## config.mk

```make
export PLATFORM = sky130hd
export DESIGN_NAME = multicycle_ctrl_param_flat
export DESIGN_NICKNAME = d
export VERILOG_FILES = /design/src/rtl/multicycle_ctrl_param_if.sv /design/src/rtl/multicycle_ctrl_param.sv /design/src/flat_wrapper.sv
export SDC_FILE = /design/constraint.sdc
export NUM_CORES = 1
export LEC_CHECK = 0
export ABC_CLOCK_PERIOD_IN_PS = 2600
export BUFFER_PORTS_ARGS = -buffer_cell sky130_fd_sc_hd__buf_2
export CAP_MARGIN = 20
export CORE_MARGIN = 2
export CORE_UTILIZATION = 50
export CTS_CLUSTER_DIAMETER = 40
export DETAILED_ROUTE_END_ITERATION = 6
export GPL_ROUTABILITY_DRIVEN = 0
export PLACE_DENSITY = 0.85
export REMOVE_ABC_BUFFERS = 1
export SETUP_SLACK_MARGIN = 0.05
export SLEW_MARGIN = 30
export SYNTH_ARGS = -nofsm -noshare
export SYNTH_HDL_FRONTEND = slang
export SYNTH_SLANG_ARGS = --single-unit
```

## constraint.sdc

```tcl
create_clock -name clock -period 2.6 [get_ports clock]
set_input_delay 0.39 -clock clock [delete_from_list [all_inputs] [get_ports clock]]
set_output_delay 0.39 -clock clock [all_outputs]
set_load 0.005 [all_outputs]
```

## src/rtl/multicycle_ctrl_param_if.sv

```systemverilog
// rtl/multicycle_ctrl_param_if.sv - controller <-> datapath signal bundle
// master = controller side, slave = datapath side.
interface multicycle_ctrl_param_if #(
  parameter int OPC_W    = 4,
  parameter int RSEL_W   = 3,
  parameter int NUM_REGS = 8
);
  logic                      run;
  logic                      mem_ready;
  logic [OPC_W+2*RSEL_W-1:0] IR;
  logic                      G_or;
  logic                      IR_in;
  logic                      ADDR_in;
  logic                      DOUT_in;
  logic                      W_D;
  logic                      G_in;
  logic                      A_in;
  logic                      incr_PC;
  logic [1:0]                mux_control;
  logic [OPC_W-1:0]          ULA_control;
  logic [NUM_REGS-1:0]       register_in;
  logic [RSEL_W-1:0]         register_out;
  logic                      done;
  logic                      illegal;

  modport master (
    input  run, mem_ready, IR, G_or,
    output IR_in, ADDR_in, DOUT_in, W_D, G_in, A_in, incr_PC,
           mux_control, ULA_control, register_in, register_out, done, illegal
  );

  modport slave (
    output run, mem_ready, IR, G_or,
    input  IR_in, ADDR_in, DOUT_in, W_D, G_in, A_in, incr_PC,
           mux_control, ULA_control, register_in, register_out, done, illegal
  );
endinterface

```

## src/rtl/multicycle_ctrl_param.sv

```systemverilog
// rtl/multicycle_ctrl_param.sv - parametrised multi-cycle processor control FSM
// Mealy decode of step + IR; memory steps wait on mem_ready, run=0 freezes.
module multicycle_ctrl_param #(
  parameter int OPC_W    = 4,
  parameter int RSEL_W   = 3,
  parameter int NUM_REGS = 8
) (
  input  logic                    clock,
  input  logic                    reset,
  multicycle_ctrl_param_if.master bus
);
  localparam logic [OPC_W-1:0] OP_LD   = OPC_W'(0);
  localparam logic [OPC_W-1:0] OP_ST   = OPC_W'(1);
  localparam logic [OPC_W-1:0] OP_MVNZ = OPC_W'(2);
  localparam logic [OPC_W-1:0] OP_MV   = OPC_W'(3);
  localparam logic [OPC_W-1:0] OP_MVI  = OPC_W'(4);
  localparam logic [OPC_W-1:0] OP_ADD  = OPC_W'(5);
  localparam logic [OPC_W-1:0] OP_SRL  = OPC_W'(10);

  typedef enum logic [2:0] {T0, T1, T2, T3, T4} state_t;

  state_t state, state_next;

  logic [OPC_W-1:0]  opcode;
  logic [RSEL_W-1:0] rx, ry;
  logic is_alu, is_ldst, is_mem_op, is_mv, is_ill;
  logic active, mem_step, step_go;

  logic                ir_in, addr_in, dout_in, w_d, g_in, a_in, incr_pc;
  logic [1:0]          mux;
  logic [OPC_W-1:0]    ula;
  logic [NUM_REGS-1:0] reg_in;
  logic [RSEL_W-1:0]   reg_out;
  logic                done, illegal, write_rx;

  assign opcode    = bus.IR[OPC_W+2*RSEL_W-1 -: OPC_W];
  assign rx        = bus.IR[2*RSEL_W-1 -: RSEL_W];
  assign ry        = bus.IR[RSEL_W-1:0];
  assign is_alu    = (opcode >= OP_ADD) && (opcode <= OP_SRL);
  assign is_ldst   = (opcode == OP_LD) || (opcode == OP_ST);
  assign is_mem_op = is_ldst || (opcode == OP_MVI);
  assign is_mv     = (opcode == OP_MV) || (opcode == OP_MVNZ);
  assign is_ill    = opcode > OP_SRL;

  assign active   = !reset && bus.run;
  assign mem_step = (state == T0) || ((state == T2) && is_mem_op);
  assign step_go  = !mem_step || bus.mem_ready;

  always_ff @(posedge clock or posedge reset) begin
    if (reset) state <= T0;
    else       state <= state_next;
  end

  always_comb begin
    state_next = state;
    if (active && step_go) begin
      case (state)
        T0:      state_next = T1;
        T1:      state_next = is_ill ? T4 : T2;
        T2:      state_next = is_mv ? T0 : T3;
        T3:      state_next = is_alu ? T4 : T0;
        default: state_next = T0;
      endcase
    end
  end

  always_comb begin
    ir_in    = 1'b0;
    addr_in  = 1'b0;
    dout_in  = 1'b0;
    w_d      = 1'b0;
    g_in     = 1'b0;
    a_in     = 1'b0;
    incr_pc  = 1'b0;
    mux      = 2'b00;
    ula      = '0;
    reg_out  = '0;
    done     = 1'b0;
    illegal  = 1'b0;
    write_rx = 1'b0;
    if (active) begin
      case (state)
        T0: begin
          ir_in   = bus.mem_ready;
          incr_pc = bus.mem_ready;
        end
        T1: begin
          if (is_alu) begin
            mux = 2'b01; reg_out = rx; a_in = 1'b1;
          end else if (is_ldst) begin
            mux = 2'b01; reg_out = ry; addr_in = 1'b1;
          end else if (is_mv) begin
            mux = 2'b01; reg_out = ry;
            write_rx = (opcode == OP_MV) || bus.G_or;
          end else if (opcode == OP_MVI) begin
            mux = 2'b10; addr_in = 1'b1;
          end else begin
            illegal = 1'b1;
          end
        end
        T2: begin
          if (is_alu) begin
            mux = 2'b01; reg_out = ry; ula = opcode; g_in = 1'b1;
          end else if ((opcode == OP_LD) || (opcode == OP_MVI)) begin
            // memory data on DIN; the write waits for mem_ready
            mux      = 2'b00;
            write_rx = bus.mem_ready;
            incr_pc  = (opcode == OP_MVI) && bus.mem_ready;
          end else if (opcode == OP_ST) begin
            mux = 2'b01; reg_out = rx;
            dout_in = bus.mem_ready; w_d = bus.mem_ready;
          end else if (is_mv) begin
            mux = 2'b10; addr_in = 1'b1; done = 1'b1;
          end
        end
        T3: begin
          if (is_alu) begin
            mux = 2'b11; write_rx = 1'b1;
          end else if (is_mem_op) begin
            mux = 2'b10; addr_in = 1'b1; done = 1'b1;
          end
        end
        default: begin
          mux = 2'b10; addr_in = 1'b1; done = 1'b1;
        end
      endcase
    end
    // Rx beyond the register file selects nothing rather than wrapping
    for (int i = 0; i < NUM_REGS; i++) reg_in[i] = write_rx && (rx == RSEL_W'(i));
  end

  assign bus.IR_in        = ir_in;
  assign bus.ADDR_in      = addr_in;
  assign bus.DOUT_in      = dout_in;
  assign bus.W_D          = w_d;
  assign bus.G_in         = g_in;
  assign bus.A_in         = a_in;
  assign bus.incr_PC      = incr_pc;
  assign bus.mux_control  = mux;
  assign bus.ULA_control  = ula;
  assign bus.register_in  = reg_in;
  assign bus.register_out = reg_out;
  assign bus.done         = done;
  assign bus.illegal      = illegal;
endmodule

```

## src/flat_wrapper.sv

```systemverilog
// flat-port wrapper written by rule: the top's interface ports become plain ports
module multicycle_ctrl_param_flat 
#(
  parameter int OPC_W    = 4,
  parameter int RSEL_W   = 3,
  parameter int NUM_REGS = 8
)
  (clock, reset, bus_run, bus_mem_ready, bus_IR, bus_G_or, bus_IR_in, bus_ADDR_in, bus_DOUT_in, bus_W_D, bus_G_in, bus_A_in, bus_incr_PC, bus_mux_control, bus_ULA_control, bus_register_in, bus_register_out, bus_done, bus_illegal);
  multicycle_ctrl_param_if #(.OPC_W(OPC_W), .RSEL_W(RSEL_W), .NUM_REGS(NUM_REGS)) bus_i ();
  input  logic clock;
  input  logic reset;
  input wire logic [$bits(bus_i.run)-1:0] bus_run;
  input wire logic [$bits(bus_i.mem_ready)-1:0] bus_mem_ready;
  input wire logic [$bits(bus_i.IR)-1:0] bus_IR;
  input wire logic [$bits(bus_i.G_or)-1:0] bus_G_or;
  output wire logic [$bits(bus_i.IR_in)-1:0] bus_IR_in;
  output wire logic [$bits(bus_i.ADDR_in)-1:0] bus_ADDR_in;
  output wire logic [$bits(bus_i.DOUT_in)-1:0] bus_DOUT_in;
  output wire logic [$bits(bus_i.W_D)-1:0] bus_W_D;
  output wire logic [$bits(bus_i.G_in)-1:0] bus_G_in;
  output wire logic [$bits(bus_i.A_in)-1:0] bus_A_in;
  output wire logic [$bits(bus_i.incr_PC)-1:0] bus_incr_PC;
  output wire logic [$bits(bus_i.mux_control)-1:0] bus_mux_control;
  output wire logic [$bits(bus_i.ULA_control)-1:0] bus_ULA_control;
  output wire logic [$bits(bus_i.register_in)-1:0] bus_register_in;
  output wire logic [$bits(bus_i.register_out)-1:0] bus_register_out;
  output wire logic [$bits(bus_i.done)-1:0] bus_done;
  output wire logic [$bits(bus_i.illegal)-1:0] bus_illegal;
  assign bus_i.run = bus_run;
  assign bus_i.mem_ready = bus_mem_ready;
  assign bus_i.IR = bus_IR;
  assign bus_i.G_or = bus_G_or;
  assign bus_IR_in = bus_i.IR_in;
  assign bus_ADDR_in = bus_i.ADDR_in;
  assign bus_DOUT_in = bus_i.DOUT_in;
  assign bus_W_D = bus_i.W_D;
  assign bus_G_in = bus_i.G_in;
  assign bus_A_in = bus_i.A_in;
  assign bus_incr_PC = bus_i.incr_PC;
  assign bus_mux_control = bus_i.mux_control;
  assign bus_ULA_control = bus_i.ULA_control;
  assign bus_register_in = bus_i.register_in;
  assign bus_register_out = bus_i.register_out;
  assign bus_done = bus_i.done;
  assign bus_illegal = bus_i.illegal;
  multicycle_ctrl_param #(.OPC_W(OPC_W), .RSEL_W(RSEL_W), .NUM_REGS(NUM_REGS)) u_core (.clock(clock), .reset(reset), .bus(bus_i));
endmodule
```

### Yosys cells after proc, flatten, opt, wreduce, memory -nomap -nowiden

Cells that the tools add are included.

| word-level totals | value |
|---|---|
| bits in registers | 3 |
| input bits | 15 |
| output and inout bits | 26 |
| word-level logic and storage cells | 114 |

| cells by class | value |
|---|---|
| order comparisons | 3 |
| equality and inequality tests | 14 |
| multiplexer cells | 70 |
| reduce and logical (&&, ||, !) cells | 26 |

Operators by type and width:

| kind | number |
|---|---|
| 1-bit 2-to-1 mux | 39 |
| 3-bit 2-to-1 mux | 9 |
| 2-bit 2-to-1 mux | 12 |
| 1-bit logical AND | 13 |
| 3-bit by 2-bit == test with 1-bit output, second input constant | 4 |
| 3-bit == test, second input constant | 4 |
| 4-bit 2-to-1 mux | 3 |
| 3-bit case mux with 4 select lines | 1 |
| 4-bit by 2-bit == test with 1-bit output, second input constant | 2 |
| 2-bit case mux with 4 select lines | 1 |
| 1-bit logical OR | 7 |
| 3-bit by 1-bit == test with 1-bit output, second input constant | 2 |
| 3-bit zero test | 2 |
| 1-bit case mux with 3 select lines | 2 |
| 3-bit case mux with 2 select lines | 1 |
| 4-bit by 1-bit == test with 1-bit output, second input constant | 1 |
| 4-bit by 3-bit == test with 1-bit output, second input constant | 1 |
| 4-bit by 3-bit greater-or-equal comparator with 1-bit output, second input constant | 1 |
| 4-bit greater-than comparator, second input constant | 1 |
| 4-bit <= comparator, second input constant | 1 |
| 4-bit zero test | 1 |
| 1-bit case mux with 4 select lines | 1 |
| 1-bit zero test | 2 |
| 1-bit case mux with 2 select lines | 1 |
| 2-bit OR reduction | 1 |

### Longest topological paths before layout

| depth | value |
|---|---|
| word-level depth | 8 |
| gate-level depth with buffers | 7 |
| gate-level depth less buffers | 5 |

### Least setup slack after synthesis

No wires, ideal clock.

| path | value |
|---|---|
| path kind | input to output |
| from | input port bus_IR[9] |
| to | output port bus_register_out[2] |
| data arrival time | 1.448 ns |
| required time | 2.210 ns |
| slack | 0.762 ns |
| stages on the path | 7 |
| buffers on the path | 2 |
| cell sequence | buf_2 -> nand2b_4 -> a2bb2oi_4 -> buf_6 -> nor2_1 -> or3_1 -> o31ai_2 |

| between the ends | value |
|---|---|
| cells in the longest elaborated chain, start to end | 7 |
| elaborated cells on any way between the ends | 19 |
| those cells by class | order compare (2); eq/ne (4); mux (8); reduce/logical (5) |

Ends and longest elaborated chain:

| what | RTL line | text |
|---|---|---|
| start, declared | flat_wrapper.sv:14 | `input wire logic [$bits(bus_i.IR)-1:0] bus_IR;` |
| 4-bit by 2-bit == test with 1-bit output | multicycle_ctrl_param.sv:42 | `assign is_mv = (opcode == OP_MV) \|\| (opcode == OP_MVNZ);` |
| 1-bit logical OR | multicycle_ctrl_param.sv:42 |  |
| 3-bit 2-to-1 mux | multicycle_ctrl_param.sv:92 | `end else if (is_mv) begin` |
| 3-bit 2-to-1 mux | multicycle_ctrl_param.sv:90 | `end else if (is_ldst) begin` |
| 3-bit 2-to-1 mux | multicycle_ctrl_param.sv:88 | `if (is_alu) begin` |
| 3-bit case mux with 2 select lines (*) | multicycle_ctrl_param.sv:82 | `case (state)` |
| 3-bit 2-to-1 mux (*) | multicycle_ctrl_param.sv:81 | `if (active) begin` |
| end, declared | flat_wrapper.sv:26 | `output wire logic [$bits(bus_i.register_out)-1:0] bus_register_out;` |

Every way passes the cells marked *; elsewhere a longest branch is shown, timed or not.

### Worst setup path in the final report

| path | value |
|---|---|
| from | register u_core.state[2] |
| to | output port bus_register_out[2] |

| between the ends | value |
|---|---|
| cells in the longest elaborated chain, start to end | 3 |
| elaborated cells on any way between the ends | 4 |
| those cells by class | eq/ne (2); mux (2) |

Ends and longest elaborated chain:

| what | RTL line | text |
|---|---|---|
| start, declared | multicycle_ctrl_param.sv:22 | `state_t state, state_next;` |
| start signal, assigned | multicycle_ctrl_param.sv:51 | `else state <= state_next;` |
| 3-bit by 2-bit == test with 1-bit output or 3-bit by 1-bit == test with 1-bit output (tied branches) | multicycle_ctrl_param.sv:82 |  |
| 3-bit case mux with 2 select lines (*) | multicycle_ctrl_param.sv:82 |  |
| 3-bit 2-to-1 mux (*) | multicycle_ctrl_param.sv:81 |  |

Marks and branches as above.

==> flow_metrics.env <==
export IMPL_nNetsFinal=176
export IMPL_die_area_um2=2080
export IMPL_hold_violations=0
export IMPL_vias=1067
export IMPL_grt_pass1_wl_um=3680
export IMPL_largest_reg_flops=3
export IMPL_synthMuxAreaShare_pct=2.46
export IMPL_skew_ps=7.55
export IMPL_ys_ff_latch=3
export IMPL_synth_edf_count=0
export IMPL_grt_setup_unrepaired="no"
export IMPL_pre_cts_slack_ps=385
export IMPL_die_h_um=45.6
export IMPL_synth_top_family_by_area="simple AND/OR/NAND/NOR gates"
export IMPL_arrival_ps=1930
export IMPL_drv_cap=0
export IMPL_clkLatencyLatePin_ps=240
export IMPL_final_cell_mix="buf_2, nor2_1, a21oi_1"
export IMPL_ys_warn_count=0
export IMPL_grt_start_max_net_pins=20
export IMPL_synth_compound_area_share_pct=30.1
export IMPL_period_share_pct=89.4
export IMPL_max_stage_delay_ps=490
export IMPL_crit_path_top_delay_cell="dfrtp_1"
export IMPL_largest_register="u_core.state"
export IMPL_drive_above_1_share_pct=39.4
export IMPL_area_growth_pct=21.6
export IMPL_numCtsBuffers=3
export IMPL_start_util_pct=51.7
export IMPL_remaining_drc_errors=0
export IMPL_htree_levels=1
export IMPL_synthAdderAreaFrac_pct=0
export IMPL_async_flop_share_pct=100
export IMPL_rrSetupSlack_ps=1280
export IMPL_yosys_most_used_dff="dfrtp_1"
export IMPL_crit_path_end_kind="output pin"
export IMPL_routed_wl_um=2320
export IMPL_syn_avg_cell_area_um2=6.85
export IMPL_path_clk_slew_ps=40
export IMPL_tritoncts="yes"
export IMPL_diodes=0
export IMPL_vias_per_cell=6.03
export IMPL_layout_commonest_cell="buf_2"
export IMPL_worstPathMaxFanout=10
export IMPL_setup_viol=0
export IMPL_maxSlewHeadroom_pct=65.4
export IMPL_syn_inst=126
export IMPL_status="complete, no violations"
export IMPL_largestRegisters="u_core.state (3)"
export IMPL_syn_cell_area_um2=863
export IMPL_rows=15
export IMPL_drt_pass1_iter_count=4
export IMPL_fp_dieW_um=45.6
export IMPL_synth_xor_area_share_pct=0
export IMPL_ant_nets=0
export IMPL_io_pins=41
export IMPL_n_fill_cell=152
export IMPL_crit_chain="nor3b_4 > o31ai_2 > or2_2 > o31ai_2 > buf_2"
export IMPL_finalSetupTns_ps=0
export IMPL_cts_setup_buffers=0
export IMPL_worstMarginPinSlew_ps=516
export IMPL_grt_pass1_vias=832
export IMPL_core_area_um2=1670
export IMPL_worstPathRequired_ps=2210
export IMPL_cts_sinks=3
export IMPL_io_buffers=40
export IMPL_ir_drop_v=0.000380
export IMPL_hpwl_um=1800
export IMPL_cts_root_buf="clkbuf_4"
export IMPL_hold_buffers=0
export IMPL_ys_types=46
export IMPL_fmax_mhz=430
export IMPL_synth_seq_area_share_pct=8.70
export IMPL_p_per_area_nw_per_um2=480
export IMPL_overflow=0
export IMPL_crit_type="flip-flop to output pin"
export IMPL_cts_buffer_depth=2
export IMPL_min_path_type="primary input to async pin"
export IMPL_power_leakage_nw=0.474
export IMPL_final_max_slew_violation_count=0
export IMPL_first_iter_violations=20
export IMPL_cp_common_cell="o31ai_2"
export IMPL_min_period_ps=2320
export IMPL_routedWlPerCell_um=13.1
export IMPL_antenna_found_initial=0
export IMPL_track_usage_pct=23.7
export IMPL_worst_slack_ps=276
export IMPL_start_kind="flip-flop"
export IMPL_yosys_area_share_simple_pct=48.3
area by class of cell:
cell class | count | area, um^2 | area share [%]
Sequential cell | 3 | 77.6 | 7.39
Clock buffer | 4 | 26.3 | 2.50
Timing Repair Buffer | 40 | 200 | 19.1
Multi-Input combinational cell | 106 | 698 | 66.5
Tap cell | 17 | 21.3 | 2.03
Inverter | 7 | 26.3 | 2.50
synthesized netlist by cell type (all sizes together), types with 2 or more instances:
library cell,n,area share (%)
nor4,4,2.9
nor2,18,8.1
nand3,4,2.9
nor3,8,4.6
a21oi,10,5.8
or2,2,1.5
nor4b,4,4.1
o31ai,2,2.9
a31oi,2,1.4
nand2b,5,4.5
nor2b,3,2.5
and4,3,3.0
o211ai,2,1.7
dfrtp,3,8.7
buf,9,7.0
o21ai,8,4.6
nor3b,4,6.5
and2,3,2.2
nand2,9,3.9
inv,7,3.0
routing by layer:
metal  global-route usage, %  routed length [um]  vias to the layer above
met1                    32.5                1040                      486
li1                        -                   -                      533
met2                    38.6                1110                       44
met3                    2.78                 151                        4
met4                    7.06                  21                        0
met5                       0                   0                        -
through the flow:
step	hold WS (ps)	cells	util [%]	total power, mW	cell area [um^2]
after CTS	29.7	177	62.7	0.498	1050
after detailed placement	281	173	61.1	0.412	1020
after global routing	54.0	177	62.8	0.549	1050
final	28.3	177	62.8	0.503	1050
after global placement	271	173	61.1	0.398	1020
after floorplan	152	116	-	0.320	800
critical path, delay by kind of cell (launching register included):
family / cells / cell delay (ps)
flip-flops: 1 / 490
buffers and inverters: 1 / 140
AO/OA/AOI/OAI: 2 / 380
AND/OR/NAND/NOR: 2 / 680
power by group:
| part | total (mW) | internal, mW | switching, mW |
|---|---|---|---|
| sequential | 0.131 | 0.0660 | 0.0647 |
| combinational | 0.289 | 0.133 | 0.156 |
| clock | 0.0837 | 0.0576 | 0.0261 |
| total | 0.503 | 0.257 | 0.247 |
cells by family after synthesis:
logic type,after synthesis
flops,3
simple gates,69
compound gates,35
mux,2
buf+inv,17
path summary, 6_finish.rpt:
path / start / endpoint / depth (start not counted)
min: reset / u_core.state[1] / 2
max in group asynchronous: reset / u_core.state[0] / 2
min reg2reg: u_core.state[2] / u_core.state[2] / 2
min in group clock: bus_mem_ready / u_core.state[0] / 3
max reg2reg: u_core.state[2] / u_core.state[0] / 2
max: u_core.state[2] / bus_register_out[2] / 5
what timing repair did:
item	CTS	global route
endpoints found under the hold margin	0	0
resized for setup	0	2
setup endpoints to repair	0	8
Power figures use the tool's default switching activity.
